### config.mk
export PLATFORM = sky130hd
export DESIGN_NAME = clk_reset_gen
export DESIGN_NICKNAME = d
export VERILOG_FILES = /design/src/rtl/clk_reset_gen.sv
export SDC_FILE = /design/constraint.sdc
export NUM_CORES = 1
export LEC_CHECK = 0
export CORE_MARGIN = 2
export CORE_UTILIZATION = 60
export CTS_CLUSTER_SIZE = 12
export DETAILED_ROUTE_END_ITERATION = 10
export PLACE_DENSITY = 0.83
export SLEW_MARGIN = 30
export SYNTH_ARGS = -nofsm -noshare
export SYNTH_HDL_FRONTEND = slang
export SYNTH_SLANG_ARGS = --single-unit
### constraint.sdc
create_clock -name CLK_16mhz -period 5 [get_ports CLK_16mhz]
set_input_delay 1.25 -clock CLK_16mhz [delete_from_list [all_inputs] [get_ports CLK_16mhz]]
set_output_delay 1.25 -clock CLK_16mhz [all_outputs]
set_load 0.05 [all_outputs]
### src/rtl/clk_reset_gen.sv
// Divided-clock generator with reset sequencing, per-channel enable and single-step control.
// Each channel emits a 50% duty clock of period 2*(div_half+1) source cycles and a rise strobe.
module clk_reset_gen #(
    parameter int unsigned N_CH        = 2,
    parameter int unsigned DIV_W       = 24,
    parameter int unsigned SYNC_STAGES = 3
) (
    input  logic                   CLK_16mhz,
    input  logic                   resetn,
    input  logic [N_CH*DIV_W-1:0]  div_half,
    input  logic [N_CH-1:0]        ch_en,
    input  logic [N_CH-1:0]        step_mode,
    input  logic [N_CH-1:0]        step,
    output logic [N_CH-1:0]        clk_out,
    output logic [N_CH-1:0]        rise_stb,
    output logic                   sys_resetn,
    output logic [N_CH-1:0]        ch_resetn
);

    // One extra bit so div_half all-ones yields H = 2^DIV_W without wrapping.
    localparam int unsigned CntW = DIV_W + 1;

    typedef enum logic [1:0] {StIdle, StHigh, StLow} state_e;

    logic [SYNC_STAGES-1:0] sync_q, sync_d;
    logic [N_CH-1:0]        step_q, step_pulse;
    state_e                 state_q [N_CH];
    state_e                 state_d [N_CH];
    logic [CntW-1:0]        cnt_q   [N_CH];
    logic [CntW-1:0]        cnt_d   [N_CH];
    logic [CntW-1:0]        h_q     [N_CH];
    logic [CntW-1:0]        h_d     [N_CH];
    logic [CntW-1:0]        h_new   [N_CH];
    logic [N_CH-1:0]        clk_q, clk_d, rise_q, rise_d, crst_q, crst_d;

    always_comb begin
        sync_d = {sync_q[SYNC_STAGES-2:0], 1'b1};
    end

    assign sys_resetn = sync_q[SYNC_STAGES-1];
    assign step_pulse = step & ~step_q;

    always_comb begin
        for (int ch = 0; ch < N_CH; ch++) begin
            h_new[ch] = {1'b0, div_half[ch*DIV_W +: DIV_W]} + CntW'(1);
        end
    end

    always_comb begin
        for (int ch = 0; ch < N_CH; ch++) begin
            state_d[ch] = state_q[ch];
            cnt_d[ch]   = cnt_q[ch];
            h_d[ch]     = h_q[ch];
            clk_d[ch]   = clk_q[ch];
            rise_d[ch]  = 1'b0;
            crst_d[ch]  = crst_q[ch];
            if (!sys_resetn) begin
                state_d[ch] = StIdle;
                cnt_d[ch]   = '0;
                clk_d[ch]   = 1'b0;
            end else begin
                case (state_q[ch])
                    StIdle: begin
                        if (ch_en[ch] && (!step_mode[ch] || step_pulse[ch])) begin
                            state_d[ch] = StHigh;
                            h_d[ch]     = h_new[ch];
                            cnt_d[ch]   = '0;
                            clk_d[ch]   = 1'b1;
                            rise_d[ch]  = 1'b1;
                        end
                    end
                    StHigh: begin
                        if (cnt_q[ch] == h_q[ch] - CntW'(1)) begin
                            state_d[ch] = StLow;
                            cnt_d[ch]   = '0;
                            clk_d[ch]   = 1'b0;
                            crst_d[ch]  = 1'b1;
                        end else begin
                            cnt_d[ch] = cnt_q[ch] + CntW'(1);
                        end
                    end
                    StLow: begin
                        if (cnt_q[ch] == h_q[ch] - CntW'(1)) begin
                            cnt_d[ch] = '0;
                            // Enable/step-mode changes only take effect at a period boundary.
                            if (ch_en[ch] && !step_mode[ch]) begin
                                state_d[ch] = StHigh;
                                h_d[ch]     = h_new[ch];
                                clk_d[ch]   = 1'b1;
                                rise_d[ch]  = 1'b1;
                            end else begin
                                state_d[ch] = StIdle;
                                clk_d[ch]   = 1'b0;
                            end
                        end else begin
                            cnt_d[ch] = cnt_q[ch] + CntW'(1);
                        end
                    end
                    default: begin
                        state_d[ch] = StIdle;
                        cnt_d[ch]   = '0;
                        clk_d[ch]   = 1'b0;
                    end
                endcase
            end
        end
    end

    always_ff @(posedge CLK_16mhz or negedge resetn) begin
        if (!resetn) begin
            sync_q <= '0;
            step_q <= '0;
            clk_q  <= '0;
            rise_q <= '0;
            crst_q <= '0;
            for (int ch = 0; ch < N_CH; ch++) begin
                state_q[ch] <= StIdle;
                cnt_q[ch]   <= '0;
                h_q[ch]     <= '0;
            end
        end else begin
            sync_q <= sync_d;
            step_q <= step;
            clk_q  <= clk_d;
            rise_q <= rise_d;
            crst_q <= crst_d;
            for (int ch = 0; ch < N_CH; ch++) begin
                state_q[ch] <= state_d[ch];
                cnt_q[ch]   <= cnt_d[ch];
                h_q[ch]     <= h_d[ch];
            end
        end
    end

    assign clk_out   = clk_q;
    assign rise_stb  = rise_q;
    assign ch_resetn = crst_q;

endmodule

# [Word-level counts from Yosys, hierarchy flattened]
# Index checks and enable logic that the tools add are counted.
[totals] regBits=115 latch_bits=0 ramBits=0 romBits=0 in_bits=56 output_inout_bits=7 elab_cells=107 memories=0
[op_classes] addsub=6 n_mul=0 div_mod_pow=0 order_cmp=0 eq_ne=18 n_shift=0 muxes=48 n_bitwise=2 reduce_logical=20
[op_table] operator="$mux 25" n=12
[op_table] operator="$pmux 25 s2" n=4
[op_table] operator="$add 24x1->25 const B" n=2
[op_table] operator="$add 25x1->25 const B" n=2
[op_table] operator="$eq 25x25->1" n=2
[op_table] operator="$sub 25x1->25 const B" n=2
[op_table] operator="$mux 1" n=18
[op_table] operator="$ne 3x3->1 const B" n=6
[op_table] operator="$mux 2" n=8
[op_table] operator="$ne 2x2->1 const B" n=6
[op_table] operator="$pmux 2 s3" n=2
[op_table] operator="$reduce_and 3->1" n=4
[op_table] operator="$reduce_and 5->1" n=2
[op_table] operator="$pmux 1 s3" n=2
[op_table] operator="$eq 2x1->1 const B" n=2
[op_table] operator="$eq 2x2->1 const B" n=2
[op_table] operator="$logic_and 1x1->1" n=4
[op_table] operator="$logic_not 2->1" n=2
[op_table] operator="$pmux 1 s2" n=2
[op_table] operator="$reduce_bool 2->1" n=2
[op_table] operator="$reduce_or 2->1" n=2
[op_table] operator="$and 2x2->2" n=1
[op_table] operator="$logic_not 1->1" n=2
[op_table] operator="$logic_or 1x1->1" n=2
[op_table] operator="$not 2->2" n=1

# [Longest topological paths before layout]
[depth] ltp_word=7 mapped_depth=13 ltp_nobuf=10

# [Least setup slack after synthesis]
# OpenSTA, ideal clock, no wires.
[synth_path] kind="register to register" startpoint="reg h_q[33] in the netlist's numbering" endpoint="reg h_q[31] in the netlist's numbering" setup_ns=0.125 arrival_ns=3.531 required_ns=4.875 path_slack_ns=1.344 stages_incl_launch_ff=11 path_buffers=2 synth_period_minus_slack_ns=3.656 path_cell_list="dfrtp_1 -> buf_6 -> or4_1 -> or4_4 -> or4_1 -> a211o_1 -> a22oi_2 -> nand4_2 -> o32ai_4 -> buf_12 -> mux2_4"
[synth_between] elab_chain_len=4
[synth_lines] item="start, declared" line="31" source="logic [CntW-1:0] h_q [N_CH];"
[synth_lines] item="start signal, assigned by index" line="130" source="h_q[ch] <= h_d[ch];"
[synth_lines] item="$sub 25x1->25" line="83" source="if (cnt_q[ch] == h_q[ch] - CntW'(1)) begin"
[synth_lines] item="$eq 25x25->1" line="83"
[synth_lines] item="$ne 2x2->1 (no line)"
[synth_lines] item="$reduce_and 5->1 (no line)"
# No other way between the ends.
# A chain may end at the register's enable or synchronous reset.

# [Final worst setup path]
[layout_path] startpoint="reg h_q[0] in the netlist's numbering" endpoint="reg cnt_q[9] in the netlist's numbering"
[layout_between] elab_chain_len=5
[layout_lines] item="$sub 25x1->25" line="73, 83"
[layout_lines] item="$eq 25x25->1" line="73, 83"
[layout_lines] item="$mux 25" line="73, 83"
[layout_lines] item="$pmux 25 s2" line="62" source="case (state_q[ch])"
[layout_lines] item="$mux 25" line="57" source="if (!sys_resetn) begin"
[layout_lines] item="end signal, assigned by index" line="129" source="cnt_q[ch] <= cnt_d[ch];"
[layout_lines] item="end, declared" line="29" source="logic [CntW-1:0] cnt_q [N_CH];"
# No other way between the ends.

==> flow_summary.json <==
{
  "async_reset_ff_frac": 1.00,
  "antenna_found_initial": 0,
  "grt_pass1_wl_um": 33700,
  "cp_max_fo": 36,
  "ant_nets": 0,
  "syn_inst": 920,
  "synthMuxAreaShare": 0.0905,
  "start_kind": "flip-flop",
  "initialDrtViolationCount": 695,
  "h-tree-depth": 4,
  "endpoint_kind": "flip-flop",
  "ios": 63,
  "cts-buffers-inserted": 17,
  "die_w_um": 122,
  "core_area_um2": 13800,
  "power.leakage_nw": 3.93,
  "setup_tns_ns": 0,
  "cts_root_buf": "clkbuf_16",
  "synth-edff-count": 0,
  "tightest_slew_ns": 0.961,
  "rows": 43,
  "synth_top_family_by_area": "simple AND/OR/NAND/NOR gates",
  "insertedDiodeCount": 0,
  "path_class": "reg2reg",
  "layout-drive-gt1-share": 0.120,
  "postCtsSetupBuffers": 0,
  "cts_sinks": 115,
  "io_buffers": 62,
  "drcViolationCount": 0,
  "finalClockSkew_ns": 0.00850,
  "synth_compound_gate_area_share": 0.132,
  "cts.repair.resized": 0,
  "grt_max_degree": 47,
  "ys.flop_type": "dfrtp_1",
  "synth_adder_area_share": 0.0239,
  "synthSimpleGateAreaFrac": 0.264,
  "synth_area_per_cell_um2": 9.12,
  "rsz0062_at_grt": "false",
  "cts_hold_buf": 0,
  "start_util": 0.609,
  "p_seq_frac": 0.344,
  "synth_warnings": 0,
  "dieArea_um2": 14900,
  "max_freq_mhz": 247,
  "worstPathArrival_ns": 4.35,
  "relSlewSlack": 0.357,
  "clkTransAtPathRegs_ns": 0.06,
  "wire_per_inst_um": 17.6,
  "hold_viol": 0,
  "via_per_inst": 6.37,
  "p_clk_frac": 0.280,
  "synthTopCellsByArea": "dfrtp_1 (34%), xnor2_1 (6.6%), mux2_2 (4.2%)",
  "grt_pass1_vias": 7048,
  "crit_required_ns": 5.30,
  "die_y_um": 122,
  "nNetsFinal": 1043,
  "synthXorXnorAreaFrac": 0.103,
  "grt_use_total": 0.282,
  "dp_hpwl_um": 14300,
  "syn_nets": 992,
  "ys_types": 77,
  "power_w": 0.00445,
  "gp_congestion": 0.876,
  "cap_violations": 0,
  "sw_frac_of_total": 0.370,
  "switching_power_w": 0.00165,
  "min_period_ns": 4.05,
  "setup_viol": 0,
  "dr_total_vias": 7408,
  "ys_seq_elements": 115,
  "insertion_delay_ns": 0.42,
  "syn_area_um2": 8390,
  "internal_power_w": 0.00280,
  "slew_violations": 0,
  "hold_path.class": "reg2reg",
  "synth_top_area_frac": 0.343,
  "totalWireLength_um": 20400,
  "yosys.area.top_type": "dfrtp_1",
  "peakVddDrop_uv": 276,
  "cts_tree": "built",
  "n_fill_cell": 1085,
  "finalCritPeriodShare": 0.811,
  "status": "finished, final reports clean",
  "power_density_nw_per_um2": 459,
  "ys_seq_area_frac": 0.343,
  "combPwrFrac": 0.376,
  "clock_path_buffers": 2,
  "first_pass_iters": 6,
  "grt_overflow": 0,
  "areaGrowthSynthToFinish_pct": 15.7
}
Yosys cell counts, drive strengths merged (5+ instances only):
cell type  count
a22o           5
nand2         90
o2bb2ai        5
xnor2         63
mux2          49
nand3         44
nand4         42
and2           6
and3          34
nor2          60
mux2i         14
or3           20
a31oi          6
nor4          25
clkbuf        27
nor3b          6
dfrtp        115
xor2          33
nand3b         8
or2            7
a211oi         7
ha            16
buf           18
o21ai         21
nor3          23
and4           5
o311ai        18
or4           14
nor2b          6
a21o          13
o31ai         19
inv           28
nor4b          8
a21oi          9
worst paths after layout:
path	start	endpoint	slack [ns]	cells after the start
worst min register to register	sync_q[1]	sync_q[2]	0.35	0
worst max-delay path	h_q[0]	cnt_q[9]	0.95	11
worst max register to register	h_q[0]	cnt_q[9]	0.95	11
worst min-delay path	sync_q[1]	sync_q[2]	0.35	0
min in group asynchronous	resetn	cnt_q[18]	0.86	1
max in group asynchronous	resetn	cnt_q[37]	3.20	2
critical path, cell delays in order, from the launching register on:
cell and delay (ns):
dfrtp_1 0.42, inv_1 0.11, ha_1 0.23, or3b_1 0.47, or4_1 0.51, or3_1 0.36, a211oi_1 0.28, nand4_1 0.27
nor3_2 0.30, buf_4 0.40, nor2_1 0.21, a221o_1 0.39
stage by stage:
step	instance area, um^2	setup WS [ns]	instances	hold WS, ns	utilization
after global routing	9700	0.664	1163	0.355	0.704
after floorplan	8390	1.34	920	0.331	-
final	9700	0.947	1163	0.351	0.704
after CTS	9700	0.977	1163	0.354	0.704
after global placement	9100	0.979	1132	0.335	0.661
after detailed placement	9100	0.809	1132	0.342	0.661
area by class of cell:
| class | count | area (um^2) | area share |
|---|---|---|---|
| Clock buffer | 22 | 474 | 0.0489 |
| Sequential cell | 115 | 2880 | 0.297 |
| Inverter | 29 | 109 | 0.0112 |
| Clock inverter | 9 | 129 | 0.0133 |
| Multi-Input combinational cell | 731 | 5160 | 0.532 |
| Timing Repair Buffer | 77 | 731 | 0.0753 |
| Tap cell | 180 | 225 | 0.0232 |
power by group through the flow:
stage	combinational (W)	clock, W	sequential (W)
4_1_cts	0.00166	0.00126	0.00152
6_report	0.00167	0.00125	0.00153
3_5_place_dp	0.00164	0	0.00153
5_1_grt	0.00183	0.00131	0.00157
2_1_floorplan	0.00135	0	0.00142
3_3_place_gp	0.00160	0	0.00152
routing by layer:
layer	up-vias	share of wire	global-route usage
met5	-	0	0
met4	0	0.026	0.108
met3	55	0.041	0.0516
met2	228	0.51	0.505
met1	3591	0.42	0.335
li1	3534	-	-
state kept, by name, indices dropped and copies added, names as in the netlist:
signal,flops
cnt_q,50
ch_resetn,2
h_q,50
state_q,4
step_q,2
rise_stb,2
sync_q,3
clk_out,2
logic make-up (layout without fill, tap and decap cells):
family,count (synthesis),in the layout
simple gates,410,410
mux,63,63
buf+inv,74,137
other cells,1,1
fa+ha+maj,16,16
compound gates,144,144
xor+xnor,97,97
flops,115,115
cell usage in the layout, fill, tap and decap left out, types with 5 or more instances in the layout:
master           synthesis  final
nand3_1                 44     44
mux2_2                  31     31
and3_1                  34     34
or4_1                   10     10
clkdlybuf4s50_1          0     61
nor2b_1                  6      6
o21ai_0                 21     21
o31ai_1                 19     19
a31oi_1                  6      5
mux2_4                  18     18
nand2_1                 90     90
or2_2                    7      7
a21oi_1                  9      9
nor3b_1                  6      6
or3_1                   18     18
ha_1                    16     16
and2_1                   6      6
a211oi_1                 7      7
nor2_1                  60     60
dfrtp_1                115    115
nand3b_1                 8      8
nor4_1                  25     25
buf_4                    3     16
mux2i_1                 14     14
o2bb2ai_1                5      5
a22o_1                   5      5
inv_1                   28     28
nor3_1                  23     22
xnor2_1                 63     63
a21o_1                  13     13
clkbuf_16                0     17
o311ai_0                18     18
nor4b_1                  8      8
nand4_1                 41     41
xor2_1                  33     33
and4_1                   5      5
Power figures use the tool's default switching activity.
